===== config.mk =====
export PLATFORM = sky130hd
export DESIGN_NAME = sdi_rx_timing_monitor
export DESIGN_NICKNAME = d
export VERILOG_FILES = /design/src/rtl/sdi_rx_timing_monitor.sv
export SDC_FILE = /design/constraint.sdc
export NUM_CORES = 1
export LEC_CHECK = 0
export CORE_UTILIZATION = 50
export CTS_CLUSTER_SIZE = 30
export DETAILED_ROUTE_END_ITERATION = 16
export PLACE_DENSITY_LB_ADDON = 0.2
export SETUP_SLACK_MARGIN = 0.15
export SLEW_MARGIN = 40
export SYNTH_ARGS = -nofsm -noshare
export SYNTH_HDL_FRONTEND = slang
export SYNTH_SLANG_ARGS = --single-unit

===== constraint.sdc =====
create_clock -name rx_clk -period 2.2 [get_ports rx_clk]
set_input_delay 0.33 -clock rx_clk [delete_from_list [all_inputs] [get_ports rx_clk]]
set_output_delay 0.33 -clock rx_clk [all_outputs]
set_load 0.02 [all_outputs]

===== src/rtl/sdi_rx_timing_monitor.sv =====
// SDI receive timing monitor: measures line/frame geometry from the receiver's
// timing flags, tracks format stability and keeps saturating error counters.
module sdi_rx_timing_monitor #(
    parameter int STABLE_FRAMES = 3,
    parameter int CNT_W         = 16,
    parameter int SPL_W         = 12
) (
    input  logic             rx_clk,
    input  logic             rstn,
    input  logic             vid_active,
    input  logic             trs_out,
    input  logic             hblank,
    input  logic             vblank,
    input  logic [10:0]      ln1_out,
    input  logic             eav_error,
    input  logic             sav_error,
    input  logic             y1_crc_error,
    input  logic             c1_crc_error,
    input  logic             clr_cnt,
    output logic [SPL_W-1:0] active_spl,
    output logic [10:0]      frame_lines,
    output logic [10:0]      active_lines,
    output logic             fmt_stable,
    output logic             fmt_change,
    output logic             frame_tick,
    output logic [CNT_W-1:0] crc_err_cnt,
    output logic [CNT_W-1:0] trs_err_cnt
);
    typedef enum logic [1:0] {SEEK, MEASURE, LOCKED} state_t;

    localparam logic [3:0] STABLE_N = 4'(STABLE_FRAMES);

    state_t           state, state_nx;
    logic [SPL_W-1:0] spl_cnt, spl_cnt_nx;
    logic [SPL_W-1:0] ref_spl, ref_spl_nx;
    logic             ref_vld, ref_vld_nx;
    logic             spl_mismatch, spl_mismatch_nx;
    logic [10:0]      line_cnt, line_cnt_nx;
    logic [10:0]      act_cnt, act_cnt_nx;
    logic [3:0]       match_cnt, match_cnt_nx, match_inc;

    logic [SPL_W-1:0] active_spl_nx;
    logic [10:0]      frame_lines_nx, active_lines_nx;
    logic             fmt_stable_nx, fmt_change_nx, frame_tick_nx;
    logic [CNT_W-1:0] crc_err_cnt_nx, trs_err_cnt_nx;

    logic             eav, boundary, sample, line_active;
    logic [10:0]      tot_lines, tot_act;
    logic [SPL_W-1:0] fin_ref;
    logic             fin_ref_vld, fin_mismatch, frame_match;

    function automatic logic [CNT_W-1:0] sat_count(input logic [CNT_W-1:0] cnt,
                                                   input logic inc, input logic clr);
        if (clr)
            return '0;
        if (inc && (cnt != '1))
            return cnt + CNT_W'(1);
        return cnt;
    endfunction

    assign eav         = vid_active & trs_out & hblank;
    assign boundary    = eav & (ln1_out == 11'd1);
    assign sample      = vid_active & ~trs_out & ~hblank;
    assign line_active = ~vblank;

    // Running totals including the line closed by the current EAV, so the
    // boundary line is accounted to the frame it ends.
    always_comb begin
        tot_lines    = line_cnt + 11'd1;
        tot_act      = line_active ? act_cnt + 11'd1 : act_cnt;
        fin_ref      = ref_spl;
        fin_ref_vld  = ref_vld;
        fin_mismatch = spl_mismatch;
        if (line_active) begin
            if (ref_vld) begin
                fin_mismatch = spl_mismatch | (spl_cnt != ref_spl);
            end else begin
                fin_ref     = spl_cnt;
                fin_ref_vld = 1'b1;
            end
        end
        frame_match = ~fin_mismatch & (tot_lines == frame_lines) & (fin_ref == active_spl);
        match_inc   = match_cnt + 4'd1;
    end

    always_comb begin
        state_nx        = state;
        spl_cnt_nx      = spl_cnt;
        ref_spl_nx      = ref_spl;
        ref_vld_nx      = ref_vld;
        spl_mismatch_nx = spl_mismatch;
        line_cnt_nx     = line_cnt;
        act_cnt_nx      = act_cnt;
        match_cnt_nx    = match_cnt;
        active_spl_nx   = active_spl;
        frame_lines_nx  = frame_lines;
        active_lines_nx = active_lines;
        fmt_stable_nx   = fmt_stable;
        fmt_change_nx   = 1'b0;
        frame_tick_nx   = 1'b0;

        if (sample && (spl_cnt != '1))
            spl_cnt_nx = spl_cnt + SPL_W'(1);

        if (!vid_active) begin
            state_nx        = SEEK;
            spl_cnt_nx      = '0;
            ref_spl_nx      = '0;
            ref_vld_nx      = 1'b0;
            spl_mismatch_nx = 1'b0;
            line_cnt_nx     = '0;
            act_cnt_nx      = '0;
            match_cnt_nx    = '0;
            fmt_stable_nx   = 1'b0;
            fmt_change_nx   = (state == LOCKED);
        end else if (eav) begin
            spl_cnt_nx = '0;
            if (boundary) begin
                ref_spl_nx      = '0;
                ref_vld_nx      = 1'b0;
                spl_mismatch_nx = 1'b0;
                line_cnt_nx     = '0;
                act_cnt_nx      = '0;
                if (state == SEEK) begin
                    state_nx     = MEASURE;
                    match_cnt_nx = '0;
                end else begin
                    active_spl_nx   = fin_ref;
                    frame_lines_nx  = tot_lines;
                    active_lines_nx = tot_act;
                    frame_tick_nx   = 1'b1;
                    if (state == LOCKED) begin
                        if (!frame_match) begin
                            state_nx      = MEASURE;
                            fmt_stable_nx = 1'b0;
                            fmt_change_nx = 1'b1;
                            match_cnt_nx  = '0;
                        end
                    end else if (frame_match) begin
                        match_cnt_nx = match_inc;
                        if (match_inc == STABLE_N) begin
                            state_nx      = LOCKED;
                            fmt_stable_nx = 1'b1;
                        end
                    end else begin
                        match_cnt_nx = '0;
                    end
                end
            end else begin
                line_cnt_nx     = tot_lines;
                act_cnt_nx      = tot_act;
                ref_spl_nx      = fin_ref;
                ref_vld_nx      = fin_ref_vld;
                spl_mismatch_nx = fin_mismatch;
            end
        end
    end

    always_comb begin
        crc_err_cnt_nx = sat_count(crc_err_cnt, (y1_crc_error | c1_crc_error) & vid_active, clr_cnt);
        trs_err_cnt_nx = sat_count(trs_err_cnt, (eav_error | sav_error) & vid_active, clr_cnt);
    end

    always_ff @(posedge rx_clk) begin
        if (!rstn) begin
            state        <= SEEK;
            spl_cnt      <= '0;
            ref_spl      <= '0;
            ref_vld      <= 1'b0;
            spl_mismatch <= 1'b0;
            line_cnt     <= '0;
            act_cnt      <= '0;
            match_cnt    <= '0;
            active_spl   <= '0;
            frame_lines  <= '0;
            active_lines <= '0;
            fmt_stable   <= 1'b0;
            fmt_change   <= 1'b0;
            frame_tick   <= 1'b0;
            crc_err_cnt  <= '0;
            trs_err_cnt  <= '0;
        end else begin
            state        <= state_nx;
            spl_cnt      <= spl_cnt_nx;
            ref_spl      <= ref_spl_nx;
            ref_vld      <= ref_vld_nx;
            spl_mismatch <= spl_mismatch_nx;
            line_cnt     <= line_cnt_nx;
            act_cnt      <= act_cnt_nx;
            match_cnt    <= match_cnt_nx;
            active_spl   <= active_spl_nx;
            frame_lines  <= frame_lines_nx;
            active_lines <= active_lines_nx;
            fmt_stable   <= fmt_stable_nx;
            fmt_change   <= fmt_change_nx;
            frame_tick   <= frame_tick_nx;
            crc_err_cnt  <= crc_err_cnt_nx;
            trs_err_cnt  <= trs_err_cnt_nx;
        end
    end
endmodule

# Word level (Yosys, flattened, before mapping)
# Index checks and enable logic that the tools add are counted.
[classes]
reduce_logical = 18
add_sub_neg = 6
n_bitwise = 18
n_mux = 43
n_eq_ne = 12
[op_table]
columns = ["op", "count"]
rows = [
  ["$mux W16", 7],
  ["$mux W12", 3],
  ["$mux W11", 3],
  ["$add A16 B1 Y16 const B", 2],
  ["$ne A16 B16 Y1 const B", 2],
  ["$add A11 B1 Y11 const B", 2],
  ["$mux W1", 21],
  ["$mux W4", 4],
  ["$add A12 B1 Y12 const B", 1],
  ["$eq A12 B12 Y1", 1],
  ["$ne A12 B12 Y1", 1],
  ["$ne A12 B12 Y1 const B", 1],
  ["$eq A11 B1 Y1 const B", 1],
  ["$eq A11 B11 Y1", 1],
  ["$mux W2", 5],
  ["$and A1 B1 Y1", 9],
  ["$reduce_and A4 Y1", 2],
  ["$reduce_bool A2 Y1", 4],
  ["$not A1 Y1", 6],
  ["$reduce_and A6 Y1", 1],
  ["$reduce_bool A3 Y1", 2],
  ["$reduce_and A5 Y1", 1],
  ["$add A4 B1 Y4 const B", 1],
  ["$eq A4 B2 Y1 const B", 1],
  ["other kinds (10)", 15],
]
[totals]
input_bits = 22
reg_bits = 123
output_inout_bits = 69

# Logic depth before layout (Yosys ltp)
[depth]
word_depth = 13
depth_mapped = 11
ltp_nobuf = 8

# Worst setup path after synthesis
# Ideal clock, no wire load.
[synth_timing]
path_kind = "flip-flop to flip-flop"
startpoint = "register line_cnt[1]"
endpoint = "register match_cnt[3]"
stages_incl_launch_ff = 10
arrival_ps = 2145
setup_slack_ps = -15
required_time_ps = 2130
setup_time_ps = 70
n_path_buf = 1
path_cell_list = "dfxtp_1 -> ha_1 -> and3_1 -> buf_4 -> nand3_4 -> and3b_1 -> a2111oi_4 -> nand2_2 -> or3_1 -> a21oi_1"
[synth_between]
elab_chain_len = 7
[synth_lines]
columns = ["element", "line_no", "rtl"]
rows = [
  ["start: declaration", "38", "logic [10:0] line_cnt, line_cnt_nx;"],
  ["start signal: assignment", "188", "line_cnt <= line_cnt_nx;"],
  ["$add A11 B1 Y11 *", "69", "tot_lines = line_cnt + 11'd1;"],
  ["$eq A11 B11 Y1 *", "82", "frame_match = ~fin_mismatch & (tot_lines == frame_lines) & (fin_ref == active_spl);"],
  ["$and A1 B1 Y1 * (2 in series)", "82", ""],
  ["$mux W4", "139", "end else if (frame_match) begin"],
  ["$mux W4", "132", "if (state == LOCKED) begin"],
  ["$mux W4", "124", "if (state == SEEK) begin"],
  ["end signal: assignment", "190", "match_cnt <= match_cnt_nx;"],
  ["end: declaration", "40", "logic [3:0] match_cnt, match_cnt_nx, match_inc;"],
]
# Mark *: on every way between the ends. The rest lies on a longest branch, timed or not.
# A chain may end at the register's enable or synchronous reset.

# Worst setup path in the final report
[layout_timing]
startpoint = "register line_cnt[1]"
endpoint = "register state[0]"
[layout_between]
elab_chain_len = 6
[layout_lines]
columns = ["element", "line_no", "rtl"]
rows = [
  ["$add A11 B1 Y11 *", "69", ""],
  ["$eq A11 B11 Y1 *", "82", ""],
  ["$and A1 B1 Y1 * (2 in series)", "82", ""],
  ["$ne A3 B2 Y1 (no source line) / $reduce_bool A3 Y1 (equally long branches)", "--", ""],
  ["$reduce_and A5 Y1 (no source line) *", "--", ""],
  ["end signal: assignment", "183", "state <= state_nx;"],
  ["end: declaration", "33", "state_t state, state_nx;"],
]
# Marked as above.

==> flow_metrics.py <==
metrics = {
    "floorplanning": {
        "die_area_um2": 13280,
        "die_height_um": 115.2,
        "initial_core_util_pct": 51.02,
        "num_rows": 41,
        "core_area_um2": 12570,
        "die_w_um": 115.2,
        "io_pins": 91,
    },
    "global_routing": {
        "grt_pass1_vias": 6166,
        "grt_overflow": 0,
        "grt_max_degree": 42,
        "track_usage_pct": 29.56,
        "grt_pass1_wl_um": 30520,
        "antenna_found_initial": 0,
    },
    "worst_setup_path": {
        "critical_path_class": "reg -> reg",
        "cp_max_fo": 6,
        "cp-start-kind": "register",
        "crit_required_ps": 2500,
        "crit_path_cell_trace": "ha_4 -> and3_4 -> a21oi_1 -> a2111o_1 -> nor4_4 -> nand2_2 -> buf_4 -> o31ai_4 -> a211oi_2",
        "cp.arrival_ps": 2550,
        "cp_slowest_cell": "dfxtp_4",
        "max_stage_delay_ps": 360,
        "endpoint_kind": "register",
        "cp.buffers_inverters": 1,
        "crit_family": "compound AO/OA/AOI/OAI gates",
    },
    "power_and_ir_drop": {
        "peakVddDrop_mv": 0.4368,
        "p_seq_share_pct": 41.1,
        "p_clk_share_pct": 54.3,
        "p_comb_share_pct": 4.6,
        "power.leakage_nw": 3.456,
        "p_sw_share_pct": 20.74,
        "powerDensity_nw_per_um2": 581.9,
        "p_sw_mw": 1.130,
        "power.internal_mw": 4.316,
    },
    "detailed_routing": {
        "postRouteAntennaNets": 0,
        "via_per_inst": 5.560,
        "routed_wl_um": 19050,
        "drc": 0,
        "wire_per_inst_um": 16.46,
        "initialDrtViolationCount": 483,
        "num_vias": 6433,
        "drt_pass1_iterations": 5,
    },
    "synth": {
        "syn-num-nets": 814,
        "synthCells": 785,
        "netlist_area_um2": 6412,
        "avgSynthCellArea_um2": 8.169,
        "synthArstFlopShare_pct": 0,
        "synth_edf_count": 0,
        "synth_top_area_share_pct": 38.40,
        "yosys_warnings": 0,
        "ys_seq_elements": 123,
        "yosysMostFrequentCell": "nor2_1",
        "synth_seq_area_share_pct": 38.40,
        "synthTopCellsByArea": "dfxtp_1, nor2_1, xnor2_1",
        "synth_commonest_cells": "nor2_1, dfxtp_1, nand2_1",
        "synth_cell_type_count": 68,
        "dominantRegCellSynth": "dfxtp_1",
        "synth_top_area_cell": "dfxtp_1",
    },
    "clocking": {
        "clockBufferDepth": 2,
        "cts.clk_slew.worst_paths_ps": 50,
        "clk_latency_ps": 420,
        "cts-root-buf": "clkbuf_16",
        "clock_sinks": 123,
        "cts_tree": "done",
        "cts.htree.levels": 4,
        "cts_hold_buf": 0,
        "cts_made_buffers": 17,
    },
    "place": {
        "post-place-ws_ps": -612.6,
        "dp.cells": 1112,
        "dp_hpwl_um": 13210,
        "io_buffer_count": 90,
        "place_area_um2": 8279,
        "gp_congestion": 0.9211,
    },
    "timing": {
        "rsz0062_at_grt": "true",
        "min_period_ps": 2247,
        "final_max_slew_viol_count": 0,
        "worst_slack_ps": -47.28,
        "min_period_over_period_pct": 102.1,
        "max_freq_mhz": 445.0,
        "setup_viol_count_final": 2,
        "fin_setup_tns_ps": -59.62,
        "clock_skew_ps": 7.706,
        "tightest_slew_ps": 520.5,
        "finalHoldViolCount": 0,
        "slew_headroom_pct": 65.30,
    },
    "cells_and_area": {
        "final_area_um2": 9359,
        "fill_cells": 914,
        "multiInputGateArea_um2": 3978,
        "drive_gt1_share_pct": 23.65,
        "utilization_pct": 74.46,
        "regArea_um2": 2485,
        "finalNonFillerCells": 1157,
        "final_nets": 1002,
        "num_antenna_cells": 0,
        "area_growth_pct": 45.95,
    },
    "min_path": {
        "hold_class": "reg -> reg",
    },
    "flow_run": {
        "maxCapViolCount": 0,
    },
    "outcome": {
        "violations": "setup timing",
        "status": "finished, violations left",
    },
}
==> path summary, 6_finish.rpt <==
kind                    from              end  slack, ps  cells after the start
min          active_lines[0]  active_lines[0]        470                      2
max              line_cnt[1]         state[0]        -50                      9
max reg2reg      line_cnt[1]         state[0]        -50                      9
min reg2reg  active_lines[0]  active_lines[0]        470                      2
==> power by group through the flow <==
stage / clock [mW] / combinational, mW / sequential (mW)
after global routing: 3.08 / 0.267 / 2.23
after global placement: 0 / 0.224 / 2.28
after CTS: 2.98 / 0.243 / 2.24
after floorplan: 0 / 0.112 / 2.29
after detailed placement: 0 / 0.227 / 2.28
final: 2.96 / 0.251 / 2.24
==> registers in the layout (all words and copies together), names as in the netlist, 12 cells and up <==
name         flops
spl_cnt         12
trs_err_cnt     16
active_spl      12
crc_err_cnt     16
ref_spl         12
==> through the flow <==
| step | hold slack [ps] | power, mW |
|---|---|---|
| floorplan | 446.1 | 2.398 |
| global placement | 440.4 | 2.508 |
| detailed placement | 454.5 | 2.512 |
| CTS | 469.0 | 5.460 |
| global route | 487.0 | 5.583 |
| finish | 465.4 | 5.446 |
==> cells by family after synthesis <==
group           after synthesis  share of synthesized area, %
compound gates              154                         16.06
fa+ha+maj                     7                         1.366
mux                           4                        0.6244
flops                       123                         38.40
buf+inv                      73                         5.015
xor+xnor                     88                         12.02
simple gates                336                         26.52
==> per-layer routing <==
layer  up-vias  track usage (%)  wire [um]
met4         0            11.26        359
li1       3123                -          -
met2       218            50.76       9244
met5         -                0          0
met1      3062            37.10       8377
met3        30            4.955       1066
==> timing repair <==
action | CTS | global route
gates cloned | 0 | 0
setup buffers | 10 | 4
pin swaps | 21 | 20
setup endpoints to repair | 17 | 30
resized for setup | 43 | 39
==> tightest hold or removal path: stages, from the launching register on <==
cell and delay, ps:
dfxtp_1 310, nand2_1 50, a21oi_1 50
==> final cells by class <==
type                            instances  area share, %
Sequential cell                       123          26.55
Clock inverter                          8          1.497
Clock buffer                           23          5.107
Timing Repair Buffer                  219          21.12
Inverter                               23         0.9225
Tap cell                              172          2.299
Multi-Input combinational cell        589          42.50
==> placed cells by master (no fill, tap or decap), drive strengths merged, types with 5 or more instances in the layout <==
cell	synthesis	routed
buf	16	129
nand3	22	22
a311oi	7	7
a211oi	22	22
nor2	141	141
o21ai	38	38
xor2	43	43
nand4	18	18
inv	23	23
nand2	69	69
xnor2	45	45
nor4	14	14
a21oi	38	38
and3	12	12
ha	7	7
nor3	18	18
clkdlybuf4s50	0	89
a22oi	17	17
dfxtp	123	123
nand2b	5	5
and4	9	9
or3	5	5
clkbuf	34	23
Note: power is estimated with default switching activity, not from simulation.
